**config.mk**
```make
export PLATFORM = sky130hd
export DESIGN_NAME = skolem_witness_search
export DESIGN_NICKNAME = d
export VERILOG_FILES = /design/src/rtl/skolem_witness_search.sv
export SDC_FILE = /design/constraint.sdc
export NUM_CORES = 1
export LEC_CHECK = 0
export BUFFER_PORTS_ARGS = -buffer_cell sky130_fd_sc_hd__buf_2
export CORE_ASPECT_RATIO = 1.25
export CORE_MARGIN = 2
export CORE_UTILIZATION = 50
export DETAILED_ROUTE_END_ITERATION = 8
export PLACE_DENSITY = 0.84
export SLEW_MARGIN = 0
export SYNTH_ARGS = -nofsm -noshare
export SYNTH_HDL_FRONTEND = slang
export SYNTH_SLANG_ARGS = --single-unit
```
**constraint.sdc**
```tcl
create_clock -name clk -period 2.65 [get_ports clk]
set_input_delay 0.265 -clock clk [delete_from_list [all_inputs] [get_ports clk]]
set_output_delay 0.265 -clock clk [all_outputs]
set_load 0.005 [all_outputs]
```
**src/rtl/skolem_witness_search.sv**
```systemverilog
// Witness search: latches X, walks Y = 0,1,2,... through an external evaluator and returns the
// first satisfying Y. Defining WSEARCH_TIMEOUT_EN adds a MAX_ITER candidate limit.
module skolem_witness_search #(
  parameter int unsigned NX       = 40,
  parameter int unsigned NY       = 21,
  parameter int unsigned EVAL_LAT = 1,
  parameter int unsigned MAX_ITER = 64
) (
  input  logic          clk,
  input  logic          rst_n,
  input  logic          x_valid,
  output logic          x_ready,
  input  logic [NX-1:0] x_in,
  output logic [NX-1:0] cand_x,
  output logic [NY-1:0] cand_y,
  input  logic          eval_sat,
  output logic          res_valid,
  input  logic          res_ready,
  output logic          res_sat,
  output logic [NY-1:0] res_y,
  output logic [NY:0]   res_iters,
  output logic          res_timeout,
  output logic          busy
);

`ifdef WSEARCH_TIMEOUT_EN
  localparam bit TIMEOUT_EN = 1'b1;
`else
  localparam bit TIMEOUT_EN = 1'b0;
`endif

  localparam logic [3:0] LAT        = 4'(EVAL_LAT);
  localparam logic [NY:0] ITER_FULL  = {1'b1, {NY{1'b0}}};
  localparam logic [NY:0] ITER_LIMIT = (NY+1)'(MAX_ITER);

  typedef enum logic [1:0] {
    S_IDLE,
    S_EVAL,
    S_DONE
  } state_e;

  state_e        state_q, state_d;
  logic [NX-1:0] cand_x_q, cand_x_d;
  logic [NY-1:0] cand_y_q, cand_y_d;
  logic [NY:0]   iter_q, iter_d;
  logic [3:0]    wcnt_q, wcnt_d;
  logic          res_sat_q, res_sat_d;
  logic [NY-1:0] res_y_q, res_y_d;
  logic [NY:0]   res_iters_q, res_iters_d;
  logic          res_timeout_q, res_timeout_d;

  logic [NY:0] iter_inc;
  logic        limit_hit;

  assign iter_inc  = iter_q + (NY+1)'(1);
  // True when the candidate being sampled is the MAX_ITER-th one.
  assign limit_hit = (32'(iter_q) + 32'd1) == MAX_ITER;

  always_comb begin
    // NOTE: every _d gets its hold value first, so no path through the case infers a latch.
    state_d       = state_q;
    cand_x_d      = cand_x_q;
    cand_y_d      = cand_y_q;
    iter_d        = iter_q;
    wcnt_d        = wcnt_q;
    res_sat_d     = res_sat_q;
    res_y_d       = res_y_q;
    res_iters_d   = res_iters_q;
    res_timeout_d = res_timeout_q;

    unique case (state_q)
      S_IDLE: begin
        if (x_valid) begin
          cand_x_d = x_in;
          cand_y_d = '0;
          iter_d   = '0;
          wcnt_d   = '0;
          state_d  = S_EVAL;
        end
      end
      S_EVAL: begin
        if (wcnt_q != LAT) begin
          wcnt_d = wcnt_q + 4'd1;
        end else if (eval_sat) begin
          res_sat_d     = 1'b1;
          res_y_d       = cand_y_q;
          res_iters_d   = iter_inc;
          res_timeout_d = 1'b0;
          state_d       = S_DONE;
        end else if (&cand_y_q) begin
          // Exhaustion takes precedence over the limit, so it never reports a timeout.
          res_sat_d     = 1'b0;
          res_y_d       = '0;
          res_iters_d   = ITER_FULL;
          res_timeout_d = 1'b0;
          state_d       = S_DONE;
        end else if (TIMEOUT_EN && limit_hit) begin
          res_sat_d     = 1'b0;
          res_y_d       = '0;
          res_iters_d   = ITER_LIMIT;
          res_timeout_d = 1'b1;
          state_d       = S_DONE;
        end else begin
          cand_y_d = cand_y_q + NY'(1);
          iter_d   = iter_inc;
          wcnt_d   = '0;
        end
      end
      S_DONE: begin
        if (res_ready) state_d = S_IDLE;
      end
      default: state_d = S_IDLE;
    endcase
  end

  always_ff @(posedge clk) begin
    if (!rst_n) begin
      state_q       <= S_IDLE;
      cand_x_q      <= '0;
      cand_y_q      <= '0;
      iter_q        <= '0;
      wcnt_q        <= '0;
      res_sat_q     <= 1'b0;
      res_y_q       <= '0;
      res_iters_q   <= '0;
      res_timeout_q <= 1'b0;
    end else begin
      // NOTE: non-blocking updates keep every flop sampling pre-edge values.
      state_q       <= state_d;
      cand_x_q      <= cand_x_d;
      cand_y_q      <= cand_y_d;
      iter_q        <= iter_d;
      wcnt_q        <= wcnt_d;
      res_sat_q     <= res_sat_d;
      res_y_q       <= res_y_d;
      res_iters_q   <= res_iters_d;
      res_timeout_q <= res_timeout_d;
    end
  end

  assign x_ready     = (state_q == S_IDLE);
  assign busy        = (state_q != S_IDLE);
  assign res_valid   = (state_q == S_DONE);
  assign cand_x      = cand_x_q;
  assign cand_y      = cand_y_q;
  assign res_sat     = res_sat_q;
  assign res_y       = res_y_q;
  assign res_iters   = res_iters_q;
  assign res_timeout = res_timeout_q;

endmodule
```
==> flow_metrics.tcl <==
set metrics [dict create \
    status "finished clean" \
    antenna_found_initial 0 \
    yosysSeqAreaShare_pct 48.6 \
    maxCapViolations 0 \
    port_buffers 152 \
    crit_type "flip-flop to flip-flop" \
    place.gp.congestion 0.922 \
    clk_pin_slew_ns 0.06 \
    drcViolationCount 0 \
    yosysUniqueCellTypes 51 \
    crit_path_end "iter_q[19]$_SDFFE_PN0P_" \
    finalCriticalPeriod_ns 2.43 \
    initial_utilization_pct 51.6 \
    async_flop_share_pct 0 \
    min_period_over_period_pct 91.8 \
    ir_drop_mv 0.410 \
    chipHeight_um 121 \
    rsz0062_at_grt "false" \
    dieArea_um2 11800 \
    fp.coreArea_um2 10600 \
    wl_per_cell_um 15.5 \
    finalHoldViolations 0 \
    grt_overflow 0 \
    die_w_um 97.6 \
    clockBufferDepth 2 \
    reg2regPathDepth 7 \
    crit_path_end_kind "flip-flop" \
    insertion_delay_ns 0.40 \
    wl_um 13900 \
    maxSlewHeadroom_pct 48.6 \
    vias 5155 \
    critPathMaxFanout 19 \
    hp-class "input port to flip-flop" \
    dp.cells 866 \
    required_ns 2.97 \
    syn_area_per_cell_um2 8.94 \
    cts_tree "yes" \
    grt_usage_pct 23.2 \
    area.growth.synth_to_final_pct 26.1 \
    ys_warn_count 0 \
    grt_max_degree 50 \
    critPathArrivalTime_ns 2.75 \
    boundaryPins 154 \
    hold-path-cell-count 3 \
    cts_sinks 133 \
    synth_seq_cells 133 \
    syn_nets 662 \
    crit_start "cand_y[1]$_SDFFE_PN0P_" \
    stdcell_count 898 \
    clock_skew_ns 0.00597 \
    timing.rr.start "cand_y[1]$_SDFFE_PN0P_" \
    synth_top_flop_cell "dfxtp_1" \
    cts_root_buffer "clkbuf_16" \
    ctsHoldBuffers 0 \
    syn_area_um2 5480 \
    worst_slew_pin_slew_ns 0.768 \
    drt_iter0_drc 270 \
    synth-edff-count 0 \
    rrSetupSlack_ns 0.22 \
    vias_per_cell 5.74 \
    final_antenna_net_count 0 \
    synthCells 613 \
    nets 803 \
    fin_area_um2 6910 \
    setup_viol 0 \
    hpwl_um 9470 \
    grt_pass1_wl_um 22600 \
    postCtsSetupBuffers 0 \
    htree_levels 4 \
    clock.fmax_ghz 0.411 \
    firstDrtPassIters 5 \
    power_density_nw_per_um2 689 \
    num_rows 42 \
    fin_util_pct 65.1 \
    tns_ns 0 \
    grt_pass1_vias 4897 \
    startpoint_type "flip-flop" \
    slew_viol_final 0 \
    drive_above_1_share_pct 27.9 \
    numCtsBuffers 17 \
    leakagePower_uw 0.00300 \
    placed_cell_area_um2 6290 \
    antenna-diode-count 0 \
    r2r_end "iter_q[19]$_SDFFE_PN0P_" \
]
-- layout make-up --
class,instances,area (µm²)
sequential,133,2660
clock buffer,22,464
inverter,10,37.5
tap,132,165
fill,866,3700
clock inverter,9,128
multi-input combinational,424,2570
timing repair buffer,168,881
-- cell usage in the layout (no fill, tap or decap), types with 10 or more instances in the layout --
cell,netlist,final
a22o_1,43,43
nand4_1,13,13
a21oi_1,63,63
o21ai_1,10,10
xnor2_1,12,12
buf_2,13,152
a31oi_1,29,29
buf_4,6,16
nand2_1,114,114
nand3_1,22,22
inv_1,10,10
clkbuf_16,0,17
dfxtp_1,133,133
nor2_1,14,13
-- flip-flops by register name, indices dropped and copies added (netlist names) --
signal,cells
res_y,21
wcnt_q,4
res_iters,22
state_q,2
cand_y,21
res_sat,1
cand_x,40
iter_q,22
-- cell families after synthesis --
kind of cell | share of synthesized area [%]
AO/OA/AOI/OAI | 23.3
XOR/XNOR | 3.36
adder cells (fa/ha/maj) | 0.913
buffers and inverters | 5.30
flip-flops | 48.6
multiplexers | 0.183
other | 0.0684
AND/OR/NAND/NOR | 18.2
-- worst max-delay path: stages (launching register included) --
cell     delay [ns]
dfxtp_1        0.44
ha_1           0.25
and4_1         0.33
and3_2         0.32
buf_4          0.22
a41o_2         0.34
nand2_4        0.19
a31oi_1        0.25
-- cell usage after synthesis, types with 2 or more instances --
master / number / share of area, %
nand3_1: 22 / 2.0
dfxtp_1: 133 / 49
and4_1: 3 / 0.48
o32ai_1: 3 / 0.48
nor4_2: 2 / 0.46
nor2_1: 14 / 0.96
nand2_1: 114 / 7.8
xor2_1: 9 / 1.4
inv_1: 10 / 0.69
nor3_1: 6 / 0.55
nand2b_1: 6 / 0.69
buf_4: 6 / 0.82
ha_1: 4 / 0.91
a21oi_1: 63 / 5.8
o41ai_2: 4 / 1.2
o21ai_0: 7 / 0.64
and2_1: 3 / 0.34
a41oi_1: 5 / 0.80
o211ai_1: 6 / 0.82
or3_1: 6 / 0.69
o2bb2ai_1: 3 / 0.48
a31oi_1: 29 / 3.3
xnor2_1: 12 / 1.9
and3_1: 8 / 0.91
clkbuf_1: 23 / 1.6
nor2b_1: 3 / 0.34
o21ai_1: 10 / 0.91
nand4_1: 13 / 1.5
buf_2: 13 / 1.2
o21a_1: 4 / 0.55
buf_6: 5 / 1.0
nor3b_1: 3 / 0.41
a22o_1: 43 / 6.9
-- power breakdown --
part	switching [µW]	leakage (µW)	internal, µW
combinational	215	0.00164	137
sequential	30.3	0.00108	2050
clock	811	0.000282	1520
-- worst min-delay path by stage --
stage	from	to	slack, ns
6_report	x_in[15]	cand_x[15]$_SDFFE_PN0P_	0.09
5_1_grt	x_in[25]	cand_x[25]$_SDFFE_PN0P_	0.09
4_1_cts	x_in[15]	cand_x[15]$_SDFFE_PN0P_	0.07
3_5_place_dp	cand_x[29]$_SDFFE_PN0P_	cand_x[29]$_SDFFE_PN0P_	0.44
3_3_place_gp	res_sat$_SDFFE_PN0P_	res_sat$_SDFFE_PN0P_	0.43
2_1_floorplan	x_in[0]	cand_x[0]$_SDFFE_PN0P_	0.40
-- stage by stage --
step	setup slack, ns	hold WS [ns]	total power, µW
CTS	0.0858	0.0724	4800
floorplan	0.611	0.401	2340
global placement	0.226	0.431	2450
detailed placement	0.103	0.443	2470
finish	0.217	0.0931	4760
global route	0.0420	0.0883	4940
-- what timing repair did --
action,in CTS,in global routing
endpoints found under the hold margin,0,0
endpoints found under the setup margin,0,25
gates resized for setup,0,4
-- per-layer routing --
| layer | track usage (%) | share of wire, % |
|---|---|---|
| met1 | 27.1 | 41 |
| met2 | 39.7 | 50 |
| met3 | 6.97 | 7.3 |
| met4 | 9.29 | 1.7 |
| met5 | 0 | 0 |
No activity file was read; power rests on OpenSTA's default activity.
